File: config.mk
export PLATFORM = sky130hd
export DESIGN_NAME = apb_interconnect
export DESIGN_NICKNAME = d
export VERILOG_FILES = /design/src/rtl/apb_pkg.sv /design/src/rtl/apb_addr_decode.sv /design/src/rtl/apb_interconnect.sv
export SDC_FILE = /design/constraint.sdc
export NUM_CORES = 1
export LEC_CHECK = 0
export CORE_MARGIN = 8
export CORE_UTILIZATION = 26
export DETAILED_ROUTE_END_ITERATION = 10
export PLACE_DENSITY = 0.81
export SLEW_MARGIN = 20
export SYNTH_ARGS = -nofsm -noshare
export SYNTH_HDL_FRONTEND = slang
export SYNTH_SLANG_ARGS = --single-unit
File: constraint.sdc
create_clock -name pclk -period 2.45 [get_ports pclk]
set_input_delay 0.49 -clock pclk [delete_from_list [all_inputs] [get_ports pclk]]
set_output_delay 0.49 -clock pclk [all_outputs]
set_load 0.01 [all_outputs]
File: src/rtl/apb_pkg.sv
// Shared types and constants for the APB interconnect: FSM encoding,
// default-slave response data and the default UART/SRAM address map.
package apb_pkg;

  typedef enum logic [1:0] {
    IDLE,
    ACCESS,
    DEFSLV
  } apb_state_e;

  localparam int DEF_RDATA = 0;

  localparam logic [31:0] UART_BASE = 32'h0000_0400;
  localparam logic [31:0] UART_MASK = 32'hFFFF_FFFC;
  localparam logic [31:0] SRAM_BASE = 32'h0000_0000;
  localparam logic [31:0] SRAM_MASK = 32'h0000_0000;

endpackage

File: src/rtl/apb_addr_decode.sv
// Combinational base/mask address decoder; lowest-index hit wins on overlap.
module apb_addr_decode #(
  parameter int ADDR_WIDTH = 32,
  parameter int NUM_SLAVES = 2,
  parameter int IDX_WIDTH  = 1,
  parameter logic [NUM_SLAVES*ADDR_WIDTH-1:0] BASE_ADDRS = '0,
  parameter logic [NUM_SLAVES*ADDR_WIDTH-1:0] ADDR_MASKS = '0
) (
  input  logic [ADDR_WIDTH-1:0] addr,
  output logic                  hit,
  output logic [IDX_WIDTH-1:0]  idx
);

  always_comb begin
    // NOTE: every output gets a default first so no path leaves it unassigned (no latch).
    hit = 1'b0;
    idx = '0;
    // Scan from the top down so the lowest matching index is the last one written.
    for (int i = NUM_SLAVES - 1; i >= 0; i--) begin
      if ((addr & ADDR_MASKS[i*ADDR_WIDTH +: ADDR_WIDTH]) == BASE_ADDRS[i*ADDR_WIDTH +: ADDR_WIDTH]) begin
        hit = 1'b1;
        idx = IDX_WIDTH'(i);
      end
    end
  end

endmodule

File: src/rtl/apb_interconnect.sv
// APB 1-to-N interconnect: routes the requester to the completer latched at
// SETUP, answers unmapped addresses itself and bounds stalled transfers.
module apb_interconnect
  import apb_pkg::*;
#(
  parameter int ADDR_WIDTH     = 32,
  parameter int DATA_WIDTH     = 32,
  parameter int NUM_SLAVES     = 2,
  parameter logic [NUM_SLAVES*ADDR_WIDTH-1:0] BASE_ADDRS = {SRAM_BASE, UART_BASE},
  parameter logic [NUM_SLAVES*ADDR_WIDTH-1:0] ADDR_MASKS = {SRAM_MASK, UART_MASK},
  parameter int TIMEOUT_CYCLES = 255
) (
  input  logic                             pclk,
  input  logic                             presetn,
  input  logic [ADDR_WIDTH-1:0]            paddr,
  input  logic                             psel,
  input  logic                             penable,
  output logic                             pready,
  output logic                             perr,
  output logic [DATA_WIDTH-1:0]            prdata,
  output logic [NUM_SLAVES-1:0]            s_psel,
  output logic [NUM_SLAVES-1:0]            s_penable,
  input  logic [NUM_SLAVES*DATA_WIDTH-1:0] s_prdata,
  input  logic [NUM_SLAVES-1:0]            s_pready,
  input  logic [NUM_SLAVES-1:0]            s_perr
);

  localparam int IDX_WIDTH = (NUM_SLAVES > 1) ? $clog2(NUM_SLAVES) : 1;
  localparam int CNT_WIDTH = (TIMEOUT_CYCLES > 0) ? $clog2(TIMEOUT_CYCLES + 1) : 1;
  localparam logic [CNT_WIDTH-1:0] TIMEOUT_VAL = CNT_WIDTH'(TIMEOUT_CYCLES);
  localparam logic [CNT_WIDTH-1:0] CNT_MAX     = '1;

  apb_state_e           state;
  logic [IDX_WIDTH-1:0] tgt_idx;
  logic                 tgt_def;
  logic [CNT_WIDTH-1:0] wait_cnt;

  logic                 dec_hit;
  logic [IDX_WIDTH-1:0] dec_idx;

  logic setup;
  logic acc_active;
  logic def_active;
  logic tgt_ready;
  logic timeout_hit;

  apb_addr_decode #(
    .ADDR_WIDTH (ADDR_WIDTH),
    .NUM_SLAVES (NUM_SLAVES),
    .IDX_WIDTH  (IDX_WIDTH),
    .BASE_ADDRS (BASE_ADDRS),
    .ADDR_MASKS (ADDR_MASKS)
  ) u_decode (
    .addr (paddr),
    .hit  (dec_hit),
    .idx  (dec_idx)
  );

  // SETUP select is combinational, so it is gated by reset to keep s_psel low in reset.
  assign setup       = (state == IDLE) && psel && !penable && presetn;
  assign acc_active  = (state == ACCESS) && psel;
  assign def_active  = (state == DEFSLV) && psel;
  assign tgt_ready   = s_pready[tgt_idx];
  assign timeout_hit = (TIMEOUT_CYCLES != 0) && (wait_cnt == TIMEOUT_VAL);

  always_ff @(posedge pclk or negedge presetn) begin
    if (!presetn) begin
      // NOTE: sequential state uses non-blocking assignments so all registers update together.
      state    <= IDLE;
      tgt_idx  <= '0;
      tgt_def  <= 1'b0;
      wait_cnt <= '0;
    end else begin
      case (state)
        IDLE: begin
          wait_cnt <= '0;
          if (setup) begin
            tgt_idx <= dec_idx;
            tgt_def <= !dec_hit;
            state   <= dec_hit ? ACCESS : DEFSLV;
          end
        end
        ACCESS: begin
          if (!psel || tgt_ready || timeout_hit) begin
            state    <= IDLE;
            wait_cnt <= '0;
          end else if (wait_cnt != CNT_MAX) begin
            wait_cnt <= wait_cnt + 1'b1;
          end
        end
        DEFSLV: begin
          state    <= IDLE;
          wait_cnt <= '0;
        end
        default: state <= IDLE;
      endcase
    end
  end

  always_comb begin
    pready    = 1'b0;
    perr      = 1'b0;
    prdata    = DATA_WIDTH'(DEF_RDATA);
    s_psel    = '0;
    s_penable = '0;
    if (acc_active && !tgt_def) begin
      if (timeout_hit) begin
        pready = 1'b1;
        perr   = 1'b1;
      end else begin
        s_psel    = NUM_SLAVES'(1) << tgt_idx;
        s_penable = NUM_SLAVES'(1) << tgt_idx;
        pready    = tgt_ready;
        perr      = tgt_ready && s_perr[tgt_idx];
        if (tgt_ready) prdata = s_prdata[tgt_idx*DATA_WIDTH +: DATA_WIDTH];
      end
    end else if (def_active) begin
      pready = 1'b1;
      perr   = 1'b1;
    end else if (setup && dec_hit) begin
      s_psel = NUM_SLAVES'(1) << dec_idx;
    end
  end

endmodule

==> results of run 1 <==
## sequential cells by signal, summed over array words and instances, names as in the netlist
register	count
wait_cnt	8
state	1
tgt_idx	1
## Yosys cell counts (all sizes together) (3+ instances only)
cell / count / area [sq um]
nand3: 5 / 25.0
dfrtp: 10 / 250
xnor2: 4 / 35.0
mux2i: 33 / 330
nor2: 44 / 165
nor4: 6 / 37.5
nand4: 4 / 55.1
a21oi: 3 / 15.0
buf: 7 / 56.3
nand2: 5 / 18.8
## metal layers
metal | vias up | routed length (um) | GRT usage (%)
met5 | - | 0 | 0
met4 | 0 | 106 | 5.44
met3 | 9 | 613 | 6.67
met2 | 82 | 2650 | 25.7
met1 | 682 | 1790 | 15.9
li1 | 787 | - | -
## cells by family (layout without fill, tap and decap cells)
group                      count (synthesis)  in the layout  share of synthesized area (%)
adders and majority gates                  1              1                           1.10
muxes                                     35             35                           31.5
xor gates and xnor gates                   6              6                           4.64
buffers and inverters                      8            159                           5.30
DFF                                       10             10                           22.1
AOI/OAI and AO/OA                          5              5                           2.54
and+or+nand+nor                           73             73                           32.8
## stage by stage
step / util [%] / hold slack (ns) / instances / cell area (sq um)
4_1_cts: 62.9 / 0.542 / 341 / 2680
6_report: 61.2 / 0.537 / 341 / 2610
3_3_place_gp: 62.6 / 0.523 / 337 / 2670
3_5_place_dp: 62.6 / 0.528 / 337 / 2670
5_1_grt: 61.2 / 0.569 / 341 / 2610
2_1_floorplan: - / 0.194 / 138 / 1130
## area by class of cell
class | count | area (sq um)
multi-input combinational | 120 | 865
timing repair buffer | 154 | 1380
clock buffer | 4 | 45.0
tap | 52 | 65.1
fill | 390 | 1660
inverter | 1 | 3.75
sequential | 10 | 251
## final timing paths
kind                                  start     endpoint  slack (ns)  cells past startpoint
worst min register to register  wait_cnt[7]  wait_cnt[7]        0.54                      2
worst min-delay path            wait_cnt[7]  wait_cnt[7]        0.54                      2
worst max-delay path            wait_cnt[0]   prdata[18]        0.11                      7
min in group asynchronous           presetn  wait_cnt[3]        0.59                      2
worst max register to register      tgt_idx  wait_cnt[4]        0.95                      5
max in group asynchronous           presetn      tgt_idx        1.71                      2
## worst reg2reg max path: cells and delay by family (launching register included)
family                 cells  cell delay, ns
AND/OR/NAND/NOR            3            0.45
flip-flops                 1            0.40
multiplexers               1            0.35
buffers and inverters      1            0.22
## power breakdown
group	internal (uW)	switching (uW)	leakage [uW]	total, uW
Sequential	167	1.79	0.000134	169
Combinational	174	59.8	0.00120	234
Clock	114	66.1	0.0000228	180
## cell usage in the layout, fill, tap and decap left out, types with 2 or more instances in the layout
cell,synthesis,final
clkdlybuf4s50_1,0,101
nor2_1,44,44
mux2i_1,33,33
clkbuf_2,0,29
buf_4,1,13
dfrtp_1,10,9
nand3_1,5,5
nand2_1,5,5
nor4_2,0,5
dlygate4sd2_1,0,5
xnor2_1,4,4
clkdlybuf4s15_1,0,4
a21oi_1,3,3
clkbuf_8,0,3
nand4_4,2,2
nand4_1,2,2
xor2_1,2,2
buf_12,0,2
## timing repair
| item | in CTS | in global routing |
|---|---|---|
| pin swaps | 1 | 4 |
| setup endpoints to repair | 38 | 34 |
| resized for setup | 40 | 67 |
==> impl_results.md, run 1 <==
* Core area at 4260 sq um
* #FFs+latches synth at 10
* Final Hold Vio Count at 0
* Final min period at between 2 and 2.5 ns
* Place WS at -0.295 ns
* Layout cells sized above 1 at 21.1%
* Slew @ Worst Pin at around 0.31 ns
* Netlist Area Pre-Place at around 1100 sq um
* Total setup buffers inserted after CTS at 0
* Routed Wire Length at 5.16 mm
* Deepest clock path buffer count at 2
* Final Setup Violations at 0
* DP HPWL at 4.56 mm
* Htree depth at 1
* Initial antenna violation count at 0
* Diodes inserted at 0
* Crit start category: flop
* Critical Path AT at 1.85 ns
* Pins Over Slew Limit at 0
* Setup CP Type: reg -> out
* Part of the cycle the worst path needs at between 90% and 100%
* Grt ovf at 0
* Cell family with most CP delay: simple AND/OR/NAND/NOR gates
* Largest net degree at the start of global routing at 27
* Sequence of cells on the critical path: ha_1 > and3_2 > nand4_4 > nand4_4 > buf_12 > nor2_1 > clkdlybuf4s15_1
* Final Skew at 0.00194 ns
* DIE HEIGHT at 82.0 um
* Leak at 0.00136 uW
* Starting DRT DRC Count at 42
* Slew Limit Headroom at 78.9%
* Final Net Count at 395
* Top_reg_cell synth: dfrtp_1
* Drt wl/cell at 15.1 um
* Unrepaired setup endpoints after global routing: no
* # rows at 24
* First-pass GRT wire length at 7.97 mm
* Buf+Inv Stages, Crit Path at 2
* Run status: finished, final reports clean
* Drt drc at 0
* Final setup margin at 0.107 ns
* Max Cap Violations at 0
* Syn-to-layout area delta at 130%
* Starting Density at a little over a quarter
* IO buf count at 139
* Peak supply drop at 0.134 mV
* TritonRoute pass-1 iters at 4
* EDFF count, synth at 0
* Cell mode on critical path: nand4_4
* Die area at 6720 sq um
* Syn Inst Count at roughly 140
* FMAX at approximately 0.43 GHz
* Final total power at a little under 600 uW
* Sum of negative setup slack at 0 ns
* Crit path largest cell delay at 0.38 ns
* # hold bufs at CTS at 0
* Routed vias at 1560
* Synthesis Warnings at 0
* Num CTS Buffers at 3
* Mapped Nets at ~240
* DIE WIDTH at 82.0 um
* Asr flop ratio synth at 100%
* Clk Latency, worst-skew pair at 0.24 ns
* Post-synthesis sequential area ratio at 22.1%
* CTS sink count at 10
* Io pins at 142
* Worst path slowest cell: dfrtp_1
* Routability cong. at approximately 0.76
* Routed Antenna Nets at 0
* Root Driver: clkbuf_8
* CTS tree: done
* Vias per inst at about 4.6
* Netlist cell types at 28
* Crit-path max FO at 24
* Clk slew on worst S/H paths at approximately 0.05 ns
* Synth Area per Inst at 8.21 sq um
* Vias in the first global route at 1738
* CP endpoint kind: primary output
* PD cells at 223 nW/um^2
* Total Routing Usage GR at roughly 15%
* CP required at between 1.5 and 2 ns
* Hold Crit Class: reg -> reg
No activity file was read; power rests on OpenSTA's default activity.
==> inputs of run 2 (changes only) <==
--- a/config.mk
+++ b/config.mk
@@ -8,6 +8,7 @@
 export CORE_MARGIN = 8
 export CORE_UTILIZATION = 26
 export DETAILED_ROUTE_END_ITERATION = 10
+export GPL_TIMING_DRIVEN = 0
 export PLACE_DENSITY = 0.81
 export SLEW_MARGIN = 20
 export SYNTH_ARGS = -nofsm -noshare
==> constraint.sdc (replaced) <==
create_clock -name pclk -period 2.45 [get_ports pclk]
set_input_delay 0.49 -clock pclk [delete_from_list [all_inputs] [get_ports pclk]]
set_output_delay 0.49 -clock pclk [all_outputs]
set_load 0.1 [all_outputs]
==> impl_results.md, run 2 (synthesis gave the netlist of run 1 again) <==
* Footprint of the multi-input gates at 1130 sq um (+30%)
* Leak at 0.00152 uW (+12%)
* Final min period at 2.51 ns (+0.163 ns)
* Int Power at 513 uW (+13%)
* R2r setup slk at 1.03 ns (+0.08 ns)
* Io pins at 142 (unchanged)
* Largest regs: wait_cnt: 8 flops, state: 1 flops, tgt_idx: 1 flops
* Slew @ Worst Pin at 0.530 ns (+0.222 ns)
* Peak supply drop at 0.207 mV (+55%)
* Root Driver: clkbuf_8
* Top reg by flops: wait_cnt
* Clk Latency, worst-skew pair at 0.23 ns (about the same)
* TritonRoute pass-1 iters at 4 (unchanged)
* CP required at 1.96 ns (about the same)
* Part of the cycle the worst path needs at 102% (+6.6 points)
* Htree depth at 1 (unchanged)
* Routed vias at 1685 (+8.0%)
* Starting DRT DRC Count at 11 (-74%)
* Finished Layout Cells at 344 (+0.88%)
* DP HPWL at 4.85 mm (+6.5%)
* Sw Share at 30.0% (+8.1 points)
* Final setup margin at -0.0559 ns (-0.163 ns)
* Drt wl/cell at 19.0 um (+25%)
* Critical Path AT at 2.02 ns (+0.17 ns)
* Reg area at 250 sq um (-0.50%)
* Core area at 4260 sq um (unchanged)
* Run status: complete, but fails checks
* Worst Setup EP: s_psel[0]
* DIE HEIGHT at 82.0 um (unchanged)
* Largest net degree at the start of global routing at 12 (-56%)
* Max Cap Violations at 0 (unchanged)
* Fillers at 264 (-32%)
* Num CTS Buffers at 3 (unchanged)
* Routed Antenna Nets at 0 (unchanged)
* Dpl cells at 329 (-2.4%)
* Vias in the first global route at 1803 (+3.7%)
* Pins Over Slew Limit at 0 (unchanged)
* CP endpoint kind: primary output
* Final Setup Violations at 1 (+1)
* Unrepaired setup endpoints after global routing: yes
* Place WS at -1.18 ns (-0.881 ns)
* CTS sink count at 10 (unchanged)
* Total Routing Usage GR at 16.4% (+1.4 points)
* Clk slew on worst S/H paths at 0.05 ns (about the same)
* Failing checks: negative setup slack
* Gate power share at 49.1% (+9.0 points)
* First-pass GRT wire length at 8.71 mm (+9.3%)
* CTS tree: done
* Drt drc at 0 (unchanged)
* Final Net Count at 398 (+0.76%)
* Commonest non-fill, non-tap cell in the layout: clkdlybuf4s50_1
* Grt ovf at 0 (unchanged)
* Final Hold Vio Count at 0 (unchanged)
* DIE WIDTH at 82.0 um (unchanged)
* Slew Limit Headroom at 64.7% (-14 points)
* Final Skew at 0.000515 ns (-0.00143 ns)
* # rows at 24 (unchanged)
* IO buf count at 139 (unchanged)
* Hold Crit Class: in -> async
* Syn-to-layout area delta at 201%
* Initial antenna violation count at 0 (unchanged)
* Clock share of power at 27.9% (-3.0 points)
* Most frequent cells in the layout: 100 x clkdlybuf4s50_1, 34 x buf_12, 33 x mux2i_1
* Worst setup startpoint: paddr[30]
* Setup CP Type: in -> out
* Layout cells sized above 1 at 36.6% (+16 points)
* Routed Wire Length at 6.52 mm (+26%)
* Net Sw Power at 220 uW (+72%)
* Die area at 6720 sq um (unchanged)
* Flop pwr share at 23.1% (-5.8 points)
* Cell Area, Placed at 2840 sq um (+6.1%)
* Deepest clock path buffer count at 2 (unchanged)
* FMAX at 0.399 GHz (-6.5%)
* Routability cong. at 0.797 (+4.8%)
* Diodes inserted at 0 (unchanged)
* R2r endpoint: wait_cnt[1]
* Design area at 3400 sq um (+31%)
* Crit-path max FO at 2 (-92%)
* Number of flip-flops in the largest register at 8 (unchanged)
* Worst R2R Path Depth at 5 (unchanged)
* Crit start category: input port
* Starting Density at 26.6% (unchanged)
* # hold bufs at CTS at 0 (unchanged)
* Vias per inst at 4.90 (+7.1%)
* R2R Path Start: wait_cnt[0]
* PD cells at 215 nW/um^2 (-3.7%)
==> run 2: cell count changes in the layout (fill, tap and decap cells not counted), sizes merged <==
cell           previous run  this run
dlygate4sd2               5         0
clkdlybuf4s15             4         1
buf                      15        52
clkdlybuf4s50           101       100
clkbuf                   33         8
==> run 2: how the worst min path moves through the flow <==
stage,cells past startpoint,startpoint,to,slack [ns]
6_report,1,presetn,wait_cnt[6],0.31
2_1_floorplan,0,presetn,state[0],0.19
4_1_cts,1,presetn,wait_cnt[3],0.33
3_3_place_gp,1,wait_cnt[0],wait_cnt[0],0.47
5_1_grt,1,presetn,wait_cnt[3],0.34
3_5_place_dp,1,wait_cnt[0],wait_cnt[0],0.50
==> run 2: area by class of cell <==
class	count	share of cell area, %
buffer	5	1.25
clock buffer	4	1.62
inverter	1	0.110
multi-input combinational	120	33.1
sequential	10	7.35
tap	52	1.91
timing repair buffer	152	54.6
==> run 2: power groups by stage <==
| stage | Clock [uW] | Combinational (uW) | Sequential [uW] |
|---|---|---|---|
| global route | 218 | 376 | 169 |
| global placement | 0 | 317 | 171 |
| detailed placement | 0 | 322 | 172 |
| floorplan | 0 | 131 | 171 |
| finish | 204 | 360 | 169 |
| CTS | 206 | 343 | 169 |
==> run 2: critical path, cell delays in order <==
cell,delay (ns)
clkdlybuf4s50_1,0.41
nor4_1,0.33
nand4_1,0.22
nor3_2,0.22
a21o_1,0.16
buf_12,0.18
==> run 2: repair_timing <==
action                                  in CTS  in global routing
gates resized for setup                    315                 30
endpoints found under the setup margin      38                 32
gates cloned                                 1                  2
pin swaps                                   22                 12
buffers inserted                             6                  4
==> run 2: per-stage QoR <==
stage	utilization (%)	hold WS, ns	setup TNS, ns	power, uW
after detailed placement	66.5	0.496	-31.73	493
final	79.8	0.311	-0.0559	733
after CTS	76.5	0.331	-0.0257	718
after floorplan	-	0.194	-1.85	302
after global routing	79.8	0.336	-0.739	763
after global placement	66.5	0.468	-31.34	488
==> run 2: metal layers <==
metal  global-route usage (%)  routed length, um
met1                     17.7               2380
met2                     29.7               3370
met3                     5.47                684
met4                     4.39                 87
met5                        0                  0
==> inputs of run 3 (changes only) <==
--- a/config.mk
+++ b/config.mk
@@ -9,8 +9,9 @@
 export CORE_UTILIZATION = 26
 export DETAILED_ROUTE_END_ITERATION = 10
 export GPL_TIMING_DRIVEN = 0
+export HOLD_SLACK_MARGIN = 0.06
 export PLACE_DENSITY = 0.81
-export SLEW_MARGIN = 20
+export SKIP_CTS_REPAIR_TIMING = 1
 export SYNTH_ARGS = -nofsm -noshare
 export SYNTH_HDL_FRONTEND = slang
 export SYNTH_SLANG_ARGS = --single-unit
==> impl_results.md, run 3 (synthesis gave the netlist of run 1 again) <==
* Diodes inserted at 0 (unchanged)
* Commonest non-fill, non-tap cell in the layout: clkdlybuf4s50_1
* Finished Layout Cells at 341 (-0.87%)
* Number of flip-flops in the largest register at 8 (unchanged)
* Final setup margin at -0.00988 ns (+0.0461 ns)
* CP required at 1.96 ns (about the same)
* DIE HEIGHT at 82.0 um (unchanged)
* Routed vias at 1677 (-0.47%)
* DIE WIDTH at 82.0 um (unchanged)
* Max Cap Violations at 0 (unchanged)
* Hold Crit Class: in -> async
* Critical Path AT at 1.97 ns (-0.05 ns)
* Vias per inst at 4.92 (+0.40%)
* Slew Limit Headroom at 64.4% (-0.28 points)
* Flop pwr share at 23.1% (about the same)
* First-pass GRT wire length at 8.07 mm (-7.4%)
* FMAX at 0.407 GHz (+1.9%)
* Clk Latency, worst-skew pair at 0.23 ns (about the same)
* Peak supply drop at 0.208 mV (+0.50%)
* Htree depth at 1 (unchanged)
* Deepest clock path buffer count at 2 (unchanged)
* Most frequent cells in the layout: 94 x clkdlybuf4s50_1, 34 x buf_12, 33 x mux2i_1
* Leak at 0.00157 uW (+3.8%)
* TritonRoute pass-1 iters at 4 (unchanged)
* Drt wl/cell at 19.1 um (+0.94%)
* Top reg by flops: wait_cnt
* Syn-to-layout area delta at 201%
* Final min period at 2.46 ns (-0.0461 ns)
* Failing checks: negative setup slack
* CTS tree: done
* CTS sink count at 10 (unchanged)
* Routed Wire Length at 6.53 mm (about the same)
* Sw Share at 30.2% (+0.20 points)
* Run status: complete, but fails checks
* Crit-path max FO at 10 (+8)
* Starting Density at 26.6% (unchanged)
* # rows at 24 (unchanged)
* Unrepaired setup endpoints after global routing: yes
* Starting DRT DRC Count at 16 (+5)
* Slew @ Worst Pin at 0.533 ns (+0.00335 ns)
* Largest regs: wait_cnt: 8 flops, state: 1 flops, tgt_idx: 1 flops
* Die area at 6720 sq um (unchanged)
* CP endpoint kind: primary output
* Setup CP Type: reg -> out
* Final Skew at 0.000331 ns (-0.000184 ns)
* Clock share of power at 27.8% (about the same)
* Vias in the first global route at 1701 (-5.7%)
* Routed Antenna Nets at 0 (unchanged)
* Crit start category: flop
* Pins Over Slew Limit at 0 (unchanged)
* Grt ovf at 0 (unchanged)
* Final core occ at 80.0% (+0.18 points)
* Clk slew on worst S/H paths at 0.05 ns (about the same)
* Drt drc at 0 (unchanged)
* Final Setup Violations at 1 (unchanged)
* Io pins at 142 (unchanged)
* Routability cong. at 0.797 (unchanged)
* Core area at 4260 sq um (unchanged)
* Part of the cycle the worst path needs at 100% (-1.9 points)
* R2r setup slk at 0.83 ns (-0.20 ns)
* Final Net Count at 395 (-0.75%)
* Num CTS Buffers at 3 (unchanged)
* Gate power share at 49.0% (about the same)
* Total Routing Usage GR at 15.1% (-1.3 points)
* DP HPWL at 4.85 mm (unchanged)
* Initial antenna violation count at 0 (unchanged)
* Root Driver: clkbuf_8
* PD cells at 215 nW/um^2 (-0.35%)
* IO buf count at 139 (unchanged)
* Net Sw Power at 221 uW (+0.52%)
* Dpl cells at 329 (unchanged)
* Layout cells sized above 1 at 36.3% (-0.31 points)
* Largest net degree at the start of global routing at 12 (unchanged)
* Int Power at 511 uW (-0.41%)
* Final Hold Vio Count at 0 (unchanged)
[run 3: changes by cell type in the layout (fill, tap and decap cells not counted), moves of 2 or more]
cell / before / now
buf_6: 2 / 0
clkdlybuf4s50_1: 100 / 94
dlymetal6s2s_1: 0 / 7
clkbuf_4: 1 / 4
buf_4: 10 / 7
[run 3: layout make-up]
class                      instances  area (sq um)
buffer                             7          90.1
clock buffer                       4          55.1
fill                             260           853
inverter                           1          3.75
multi-input combinational        120          1140
sequential                        10           250
tap                               52          65.1
timing repair buffer             147          1800
[run 3: final timing paths]
| path | startpoint | endpoint | cells after the start |
|---|---|---|---|
| max | wait_cnt[1] | prdata[10] | 8 |
| max reg2reg | wait_cnt[1] | wait_cnt[1] | 6 |
| min | presetn | wait_cnt[3] | 1 |
| min in group pclk | wait_cnt[7] | wait_cnt[7] | 2 |
| max in group asynchronous | presetn | wait_cnt[4] | 1 |
| min reg2reg | wait_cnt[7] | wait_cnt[7] | 2 |
[run 3: routing by layer]
layer	track usage [%]	up-vias	part of all wire (%)
li1	-	789	-
met2	26.9	104	52
met4	3.16	0	1.0
met5	0	-	0
met1	16.7	778	36
met3	5.25	6	11
[run 3: power groups by stage]
stage / clock [uW] / sequential (uW) / combinational, uW
after floorplan: 0 / 171 / 131
after global routing: 218 / 169 / 376
final: 204 / 169 / 359
after detailed placement: 0 / 172 / 322
after CTS: 206 / 169 / 323
after global placement: 0 / 171 / 317
[run 3: through the flow]
stage                     setup TNS (ns)  setup WS, ns  area, sq um  hold slack (ns)  total power (uW)
after floorplan                    -1.85        -0.462         1380            0.194               302
after global placement            -31.34         -1.15         2840            0.468               488
after detailed placement          -31.73         -1.18         2840            0.496               493
after CTS                         -38.05         -1.18         2890            0.498               698
after global routing              -0.905        -0.103         3410            0.250               762
final                           -0.00988      -0.00988         3410            0.220               732
[run 3: critical path, cell delays in order, from the launching register on]
cell and delay, ns:
dfrtp_1 0.41, ha_2 0.20, and3_4 0.20, nand4_4 0.15, nand4_4 0.12, buf_12 0.18, buf_16 0.16, nor2_4 0.12
buf_12 0.18
